### config.mk
export PLATFORM = sky130hd
export DESIGN_NAME = output_packet_streamer
export DESIGN_NICKNAME = d
export VERILOG_FILES = /design/src/rtl/output_packet_streamer.sv
export SDC_FILE = /design/constraint.sdc
export NUM_CORES = 1
export LEC_CHECK = 0
export BUFFER_PORTS_ARGS = -buffer_cell sky130_fd_sc_hd__buf_2
export CAP_MARGIN = 25
export CORE_ASPECT_RATIO = 0.6
export CORE_MARGIN = 2
export CORE_UTILIZATION = 40
export DETAILED_ROUTE_END_ITERATION = 10
export GPL_TIMING_DRIVEN = 1
export HOLD_SLACK_MARGIN = 0.15
export MAX_ROUTING_LAYER = met4
export PLACE_DENSITY = 0.73
export REMOVE_ABC_BUFFERS = 1
export SLEW_MARGIN = 20
export SYNTH_ARGS = -nofsm -noshare
export SYNTH_HDL_FRONTEND = slang
export SYNTH_SLANG_ARGS = --single-unit
### constraint.sdc
create_clock -name clk -period 10.3 [get_ports clk]
set_input_delay 1.03 -clock clk [delete_from_list [all_inputs] [get_ports clk]]
set_output_delay 1.03 -clock clk [all_outputs]
set_load 0.005 [all_outputs]
### src/rtl/output_packet_streamer.sv
`default_nettype none
// ============================================================================
// Module   : output_packet_streamer
// Purpose  : Serialises a six-word header, optionally followed by a BRAM sweep
//            (BRAM start..end, addresses 0..count-1), onto a 16-bit AXI-Stream.
//            A 2-entry output FIFO absorbs backpressure. BRAM reads are
//            throttled so that FIFO entries plus in-flight reads never exceed 2.
// Ports    : clk/rst                      - clock, synchronous active-high reset
//            header_word_0..5, send_header, trigger_read, notification_only,
//            rd_bram_start/end, rd_addr_count - packet request
//            bram_rd_en/sel/addr, bram_rd_data - BRAM read port (1-cycle latency)
//            m_axis_tdata/tvalid/tready/tlast  - output stream
//            read_done, busy, drop_err          - status
// Revision : 1.0 - initial release
// ============================================================================
module output_packet_streamer #(
    parameter int DW     = 16,
    parameter int ADDR_W = 9
) (
    input  logic              clk,
    input  logic              rst,
    input  logic [DW-1:0]     header_word_0,
    input  logic [DW-1:0]     header_word_1,
    input  logic [DW-1:0]     header_word_2,
    input  logic [DW-1:0]     header_word_3,
    input  logic [DW-1:0]     header_word_4,
    input  logic [DW-1:0]     header_word_5,
    input  logic              send_header,
    input  logic              trigger_read,
    input  logic              notification_only,
    input  logic [2:0]        rd_bram_start,
    input  logic [2:0]        rd_bram_end,
    input  logic [15:0]       rd_addr_count,
    output logic              bram_rd_en,
    output logic [2:0]        bram_rd_sel,
    output logic [ADDR_W-1:0] bram_rd_addr,
    input  logic [DW-1:0]     bram_rd_data,
    output logic [DW-1:0]     m_axis_tdata,
    output logic              m_axis_tvalid,
    input  logic              m_axis_tready,
    output logic              m_axis_tlast,
    output logic              read_done,
    output logic              busy,
    output logic              drop_err
);

    localparam logic [ADDR_W:0]   C_MAX_COUNT = {1'b1, {ADDR_W{1'b0}}};
    localparam logic [ADDR_W:0]   C_CNT_ONE   = {{ADDR_W{1'b0}}, 1'b1};
    localparam logic [ADDR_W-1:0] C_ADDR_ONE  = {{(ADDR_W-1){1'b0}}, 1'b1};

    typedef enum logic [1:0] {
        S_IDLE  = 2'd0,
        S_HDR   = 2'd1,
        S_RD    = 2'd2,
        S_DRAIN = 2'd3
    } state_t;

    state_t state_q, state_d;

    logic [DW-1:0]     hdr_q [0:4];     // header words 1..5
    logic [2:0]        hdr_idx_q;
    logic [2:0]        end_q;
    logic [ADDR_W:0]   count_q;
    logic              is_data_q;       // BRAM sweep follows the header
    logic              done_req_q;      // upstream expects a read_done pulse
    logic [2:0]        sel_q;
    logic [ADDR_W-1:0] addr_q;
    logic [2:0]        last_sel_q;
    logic [ADDR_W-1:0] last_addr_q;
    logic              rdv_q;           // read issued last cycle, data arrives now
    logic              rd_last_q;
    logic              read_done_q;
    logic              drop_err_q;
    logic [DW-1:0]     fifo_data_q [0:1];
    logic              fifo_last_q [0:1];
    logic              wp_q, rp_q;
    logic [1:0]        fifo_cnt_q;

    logic              w_pop, w_push, w_push_hdr, w_hdr_last, w_push_last;
    logic [DW-1:0]     w_hdr_word, w_push_data;
    logic [2:0]        w_occ_next;
    logic              w_rd_window, w_rd_final;
    logic [ADDR_W:0]   w_count_clamped;

    assign m_axis_tvalid = (fifo_cnt_q != 2'd0);
    assign m_axis_tdata  = fifo_data_q[rp_q];
    assign m_axis_tlast  = fifo_last_q[rp_q];
    assign busy          = (state_q != S_IDLE);
    assign read_done     = read_done_q;
    assign drop_err      = drop_err_q;

    assign w_count_clamped = (rd_addr_count > 16'(C_MAX_COUNT)) ? C_MAX_COUNT
                                                                : rd_addr_count[ADDR_W:0];

    always_comb begin
        state_d     = state_q;
        w_pop       = m_axis_tvalid && m_axis_tready;
        w_push_hdr  = 1'b0;
        w_hdr_word  = '0;
        w_hdr_last  = 1'b0;
        // Header word 0 goes straight into the (empty) FIFO on the request
        // edge so it is presented on the very next cycle.
        if (state_q == S_IDLE && send_header) begin
            w_push_hdr = 1'b1;
            w_hdr_word = header_word_0;
        end else if (state_q == S_HDR && (fifo_cnt_q != 2'd2 || w_pop)) begin
            w_push_hdr = 1'b1;
            w_hdr_word = hdr_q[hdr_idx_q];
            w_hdr_last = (hdr_idx_q == 3'd4) && !is_data_q;
        end
        w_push      = w_push_hdr || rdv_q;
        w_push_data = rdv_q ? bram_rd_data : w_hdr_word;
        w_push_last = rdv_q ? rd_last_q : w_hdr_last;
        w_occ_next  = {1'b0, fifo_cnt_q} + {2'b00, w_push} - {2'b00, w_pop};
        // Reads may start in the cycle header word 5 is pushed, so that the
        // first data word lands right behind it with no bubble.
        w_rd_window = (state_q == S_RD) ||
                      (state_q == S_HDR && hdr_idx_q == 3'd4 && w_push_hdr && is_data_q);
        // Issue only if the returning word is guaranteed a FIFO slot next
        // cycle, whatever the consumer does.
        bram_rd_en  = w_rd_window && (w_occ_next < 3'd2);
        w_rd_final  = (sel_q == end_q) && ({1'b0, addr_q} == (count_q - C_CNT_ONE));
        bram_rd_sel  = bram_rd_en ? sel_q  : last_sel_q;
        bram_rd_addr = bram_rd_en ? addr_q : last_addr_q;

        case (state_q)
            S_IDLE:  if (send_header) state_d = S_HDR;
            S_HDR: begin
                if (w_push_hdr && hdr_idx_q == 3'd4) begin
                    if (!is_data_q || (bram_rd_en && w_rd_final)) state_d = S_DRAIN;
                    else                                          state_d = S_RD;
                end
            end
            S_RD:    if (bram_rd_en && w_rd_final) state_d = S_DRAIN;
            S_DRAIN: if (w_pop && m_axis_tlast) state_d = S_IDLE;
            default: state_d = S_IDLE;
        endcase
    end

    always_ff @(posedge clk) begin
        if (rst) state_q <= S_IDLE;
        else     state_q <= state_d;
    end

    always_ff @(posedge clk) begin
        if (rst) begin
            for (int i = 0; i < 5; i++) hdr_q[i] <= '0;
            hdr_idx_q   <= '0;
            end_q       <= '0;
            count_q     <= '0;
            is_data_q   <= 1'b0;
            done_req_q  <= 1'b0;
            sel_q       <= '0;
            addr_q      <= '0;
            last_sel_q  <= '0;
            last_addr_q <= '0;
            rdv_q       <= 1'b0;
            rd_last_q   <= 1'b0;
            read_done_q <= 1'b0;
            drop_err_q  <= 1'b0;
            fifo_data_q[0] <= '0;
            fifo_data_q[1] <= '0;
            fifo_last_q[0] <= 1'b0;
            fifo_last_q[1] <= 1'b0;
            wp_q        <= 1'b0;
            rp_q        <= 1'b0;
            fifo_cnt_q  <= '0;
        end else begin
            if (state_q == S_IDLE && send_header) begin
                hdr_q[0]   <= header_word_1;
                hdr_q[1]   <= header_word_2;
                hdr_q[2]   <= header_word_3;
                hdr_q[3]   <= header_word_4;
                hdr_q[4]   <= header_word_5;
                hdr_idx_q  <= '0;
                end_q      <= rd_bram_end;
                count_q    <= w_count_clamped;
                is_data_q  <= trigger_read && !notification_only &&
                              (rd_bram_start <= rd_bram_end) && (rd_addr_count != 16'd0);
                // Degenerate data requests still acknowledge upstream.
                done_req_q <= trigger_read && !notification_only;
                sel_q      <= rd_bram_start;
                addr_q     <= '0;
            end
            if (state_q == S_HDR && w_push_hdr) hdr_idx_q <= hdr_idx_q + 3'd1;

            if (bram_rd_en) begin
                last_sel_q  <= sel_q;
                last_addr_q <= addr_q;
                if ({1'b0, addr_q} == (count_q - C_CNT_ONE)) begin
                    addr_q <= '0;
                    sel_q  <= sel_q + 3'd1;
                end else begin
                    addr_q <= addr_q + C_ADDR_ONE;
                end
            end
            rdv_q     <= bram_rd_en;
            rd_last_q <= bram_rd_en && w_rd_final;

            read_done_q <= (state_q == S_DRAIN) && w_pop && m_axis_tlast && done_req_q;
            if (send_header && state_q != S_IDLE) drop_err_q <= 1'b1;

            if (w_push) begin
                fifo_data_q[wp_q] <= w_push_data;
                fifo_last_q[wp_q] <= w_push_last;
                wp_q              <= ~wp_q;
            end
            if (w_pop) rp_q <= ~rp_q;
            fifo_cnt_q <= w_occ_next[1:0];
        end
    end

endmodule
`default_nettype wire

==> run metrics, run 1 <==
peak supply drop=0.114 mV; unrepaired setup endpoints after global routing=no; Netlist Area Pre-Place=8160 sq um; Total Power=0.00210 W; via count=5,884; FMAX=181 MHz; Synth Flop Type=edfxtp_1; skew final=0.0122 ns; final hold vios=0; DP Wirelength=13,900 um; vias in the first global route=5,459; clock-pin slew on the worst setup and hold paths=0.06 ns; hold wc startpoint=done_req_q; clock latency on the worst-skew pair=0.43 ns; via/cell ratio=5.02; Hold Crit Class=flip-flop to flip-flop; Power Density=212 nW/um^2; outcome=completed; cell taking the most area after synthesis=edfxtp_1; Hold-fix buffers, CTS=0; Antenna Nets Post-Route=0; # IOs=174; Reg2Reg Depth=15; first-pass GRT wire length=30,500 um; WS Path Type=flip-flop to output port; worst hold slack=0.454 ns; number of library cell types mapped by synthesis=62; Total GRT Usage=0.194; Crit path arrival time=4.49 ns; Clk network pwr share=0.299; largest net degree at the start of global routing=83; std cell rows=40; Syn. warnings=0; Gate power share=0.251; DR pass1 iterations=5; Root Driver=clkbuf_16; internal power=0.00147 W; Area growth syn-to-layout=21.5%; Flop pwr share=0.450; Final period util=0.536; switching pwr=0.000634 W; minimum clock period=5.52 ns; Post-Layout Cell Count=1,172; PortBufs=173; RR Startpoint=state_q[1]; area of the multi-input gates=3410 sq um; placed inst area=9290 sq um; post-CTS setup buffer count=0; top post-synthesis cells by count=114 x edfxtp_1, 84 x nand2_1, 81 x and2_1; Register Area=4540 sq um; Max Cap Viol=0; Die ar.=21,600 sq um; clk buf depth=2; Worst Hold Path EP=read_done; starting density of the core=0.408; Post-Syn Instances=720; ys async rst share=0; H-tree depth=4; top area cells in the synthesized netlist=edfxtp_1 42%, dfxtp_1 14%, and2_1 6.2%; CTS resizes=0; Avg Inst Size Synth=11.3 sq um; R2R Setup Slk=5.76 ns; count leader, synth=edfxtp_1; nets=1,037; CORE AREA=20,000 sq um; CTS buffer count=17; Critical Path RT=9.27 ns; share of post-route cells with drive strength above 1=0.288; Switching Fraction=0.301; Fillers=1,861; gpl congestion=0.826; Final Instance Area=9920 sq um; setup TNS=0 ns; DP Cell Count=1,133; worst-path fanout max=29; Worst Hold Depth=2; Least-Margin Pin Slew=0.971 ns; worst r2r dst=state_q[1]; DRT iter0 DRCs=405; synthesized flop and latch total=170; CTS tree=built; sequential area share after synthesis=0.557; drt total wl=20,000 um; DRC Markers=0; post-synth top area share=0.419; Crit. End Element=output port; Leak=4.02 nW; Slew Viols, Final=0; clock sink count=170; Die Height=115 um; Slew HR=0.352; die span in x=188 um; initial antenna violation count=2; final setup vio count=0; routed len/inst=17.1 um; crit start category=flip-flop; total gr overflow=0; Post-synth EDFFs=114
cell usage in the layout (no fill, tap or decap), types with 3 or more instances in the layout:
master      count
clkinv_2        3
edfxtp_1      114
clkinvlp_4      4
nor3_1         10
or3_1           3
o21ai_0        28
o211ai_1        4
diode_2         4
nand2_1        84
clkbuf_16      17
a211o_1         3
nor2b_1        17
a22o_1          6
nand3_1        17
and3_1          3
inv_1          16
and2_1         81
ha_1           14
clkbuf_1        5
mux4_2         16
a31oi_1         9
dfxtp_1        56
nor4_1          6
a21oi_1        18
buf_2         173
nor2_1         57
nand2b_1        6
xor2_1         15
mux2_2         17
buf_4           9
mux2i_1        33
per-stage QoR:
| stage | setup WS [ns] | utilization |
|---|---|---|
| global route | 4.41 | 0.495 |
| CTS | 4.77 | 0.492 |
| floorplan | 4.73 | - |
| detailed placement | 4.84 | 0.464 |
| finish | 4.78 | 0.496 |
| global placement | 4.99 | 0.464 |
power by group through the flow:
stage | combinational (W) | sequential, W | clock [W]
after floorplan | 0.000322 | 0.000951 | 0
after global placement | 0.000515 | 0.000959 | 0
after detailed placement | 0.000525 | 0.000965 | 0
after CTS | 0.000528 | 0.000951 | 0.000637
after global routing | 0.000585 | 0.000962 | 0.000667
final | 0.000528 | 0.000946 | 0.000628
final cells by class:
| cell class | instances | area share |
|---|---|---|
| Sequential cell | 170 | 0.458 |
| Tap cell | 273 | 0.0344 |
| Inverter | 17 | 0.00656 |
| Multi-Input combinational cell | 491 | 0.344 |
| Clock buffer | 22 | 0.0448 |
| Antenna cell | 4 | 0.00101 |
| Clock inverter | 10 | 0.0119 |
| Timing Repair Buffer | 185 | 0.0995 |
routing by layer:
layer / routed length, um / vias to the layer above / GRT usage
met2: 8260 / 201 / 0.264
met5: 0 / - / -
met3: 1360 / 20 / 0.0496
met1: 10200 / 2767 / 0.284
li1: - / 2896 / -
met4: 225 / 0 / 0.0516
worst max-delay path by stage:
stage	from	to	slack (ns)	cells past startpoint
floorplan	m_axis_tready	bram_rd_addr[0]	4.73	14
global placement	send_header	bram_rd_addr[2]	4.99	16
global route	state_q[0]	bram_rd_addr[2]	4.41	17
finish	state_q[1]	bram_rd_addr[2]	4.78	17
detailed placement	send_header	bram_rd_addr[1]	4.84	16
CTS	state_q[0]	bram_rd_addr[2]	4.77	17
worst max-delay path, stage by stage (launching register included):
cell      delay [ns]
dfxtp_1         0.43
inv_1           0.12
ha_1            0.22
nand2_1         0.52
nand2_1         0.28
nor2_1          0.38
xor2_1          0.18
ha_1            0.16
inv_1           0.05
fa_1            0.37
nand2_1         0.07
a21oi_1         0.04
o211ai_1        0.20
buf_4           0.35
inv_1           0.34
nand2_1         0.16
nand2_1         0.07
buf_2           0.12
kinds of logic after synthesis:
logic type | after synthesis | synth area share
adders and majority gates | 15 | 0.0239
AOI/OAI and AO/OA | 88 | 0.0725
muxes | 66 | 0.108
buffers and inverters | 59 | 0.0276
and+or+nand+nor | 305 | 0.193
DFF | 170 | 0.557
xor gates and xnor gates | 17 | 0.0182
state kept, by name, summed over array words and instances, names as in the netlist, 3 cells and up, named ones only:
signal,flops
addr_q,9
last_sel_q,3
count_q,10
last_addr_q,9
sel_q,3
hdr_idx_q,3
hdr_q,80
end_q,3
fifo_data_q,32
Power figures use the tool's default switching activity.
==> inputs of run 2 (changes only) <==
- clock period: 10.3 -> 5.5 ns (I/O delays scaled with it)
==> run 2 against run 1 <==
Final area did not move. Routed wire length shrank 1.2%. Count of clock-buffer cells in the layout decreased by 5. Non-clock buffer count fell by 2. Flip-flop and latch count unchanged. Worst setup slack lost 4.1 ns. Total power grew 89%. Hold slack worse by 0.12 ns. Register-to-register slack worse by 4.7 ns. Combinational power is 84% higher. Sequential power increased by 87%. Largest cell class unchanged.
==> run metrics, run 2 (synthesized netlist as in run 1, its figures left out) <==
Final Instance Area=9920 sq um (unchanged); Area growth syn-to-layout=21.5% (unchanged); max reg flops=80 (unchanged); minimum clock period=4.85 ns; unrepaired setup endpoints after global routing=no (unchanged); most frequent cells in the layout=173 x buf_2, 114 x edfxtp_1, 83 x nand2_1, 81 x and2_1, 57 x nor2_1 (was 173 x buf_2, 114 x edfxtp_1, 84 x nand2_1, 81 x and2_1, 57 x nor2_1); Crit path arrival time=4.30 ns (was 4.49 ns); via/cell ratio=5.02 (about the same); peak supply drop=0.224 mV (was 0.114 mV); Die ar.=21,600 sq um (unchanged); Total GRT Usage=0.194 (about the same); # IOs=174 (unchanged); DP Cell Count=1,134 (was 1,133); die span in x=188 um (unchanged); routed len/inst=16.9 um (was 17.1 um); Final Util=0.496 (unchanged); placed inst area=9300 sq um (was 9290 sq um); final hold vios=0 (unchanged); worst-path fanout max=29 (unchanged); Least-Margin Pin Slew=1.03 ns (was 0.971 ns); CORE AREA=20,000 sq um (unchanged); Slew HR=0.312 (was 0.352); Final period util=0.882; Critical Path RT=4.95 ns (was 9.27 ns); WS Path Type=flip-flop to output port (unchanged); Antenna Nets Post-Route=0 (unchanged); Post-Layout Cell Count=1,169 (was 1,172); DR pass1 iterations=5 (unchanged); crit start category=flip-flop (unchanged); largest net degree at the start of global routing=57 (was 83); nets=1,035 (was 1,037); via count=5,868 (was 5,884); Leak=4.03 nW (was 4.02 nW); drt total wl=19,800 um (was 20,000 um); vias in the first global route=5,495 (was 5,459); Root Driver=clkbuf_16 (unchanged); PortBufs=173 (unchanged); Crit. End Element=output port (unchanged); Max Cap Viol=0 (unchanged); share of post-route cells with drive strength above 1=0.293 (was 0.288); DRC Markers=0 (unchanged); most common cell after layout, fill and taps aside=buf_2 (unchanged); starting density of the core=0.408 (unchanged); final setup vio count=0 (unchanged); clock sink count=170 (unchanged); Slew Viols, Final=0 (unchanged); clock latency on the worst-skew pair=0.44 ns (was 0.43 ns); Top Registers=hdr_q (80), fifo_data_q (32), count_q (10) (unchanged); CTS buffer count=17 (unchanged); outcome=completed (unchanged); Power Density=400 nW/um^2 (was 212 nW/um^2); first-pass GRT wire length=30,100 um (was 30,500 um); std cell rows=40 (unchanged); Die Height=115 um (unchanged); FMAX=206 MHz; H-tree depth=4 (unchanged); initial antenna violation count=3 (was 2); setup TNS=0 ns (unchanged); DRT iter0 DRCs=489 (was 405); Hold Crit Class=primary input to flip-flop (was flip-flop to flip-flop); clk buf depth=2 (unchanged); gpl congestion=0.852 (was 0.826); skew final=0.0119 ns (was 0.0122 ns); CTS tree=built (unchanged); Most flops, register=hdr_q (unchanged); total gr overflow=0 (unchanged); clock-pin slew on the worst setup and hold paths=0.08 ns (was 0.06 ns); DP Wirelength=13,800 um (was 13,900 um)
[run 2: where the power goes]
group | switching, W | leakage, nW | internal [W]
clock network | 0.000569 | 0.288 | 0.000650
registers | 0.000114 | 1.68 | 0.00166
logic | 0.000561 | 2.06 | 0.000411
total | 0.00124 | 4.03 | 0.00272
[run 2: worst paths after layout]
| kind | to | slack (ns) | from | cells after the start |
|---|---|---|---|---|
| max | bram_rd_sel[0] | 0.65 | state_q[0] | 17 |
| min | count_q[0] | 0.34 | rd_addr_count[0] | 3 |
| max reg2reg | state_q[1] | 1.06 | state_q[0] | 15 |
| min reg2reg | read_done | 0.44 | done_req_q | 2 |
[run 2: cell type report]
class                      instances  area [sq um]
fill                            1848         10100
sequential                       170          4540
multi-input combinational        491          3420
timing repair buffer             183           941
clock buffer                      17           425
tap                              273           342
clock inverter                    15           175
inverter                          17          65.1
antenna                            3          7.51
[run 2: worst max-delay path, cell delays in order, from the launching register on]
cell,delay (ns)
dfxtp_1,0.39
inv_1,0.13
ha_1,0.25
nand2_2,0.32
nand2_1,0.20
nor2_1,0.40
xor2_1,0.19
ha_1,0.16
inv_1,0.05
fa_1,0.37
nand2_1,0.07
a21oi_1,0.04
o211ai_1,0.20
buf_4,0.35
inv_1,0.36
nand2_1,0.17
nand2_1,0.08
buf_2,0.13
[run 2: timing repair]
item,in CTS,in global routing
setup endpoints to repair,0,2
gates resized for setup,0,1
setup buffers,0,0
hold buffers,0,0
[run 2: layer usage]
| layer | global-route usage | wire length, um |
|---|---|---|
| met1 | 0.272 | 9910 |
| met2 | 0.276 | 8370 |
| met3 | 0.0549 | 1320 |
| met4 | 0.0469 | 173 |
| met5 | - | 0 |
[run 2: per-stage QoR]
stage	setup WS [ns]	power [W]	hold slack (ns)
detailed placement	0.924	0.00278	0.435
floorplan	0.892	0.00238	0.414
global route	0.283	0.00417	0.339
global placement	1.10	0.00276	0.438
finish	0.649	0.00396	0.337
CTS	0.460	0.00400	0.319
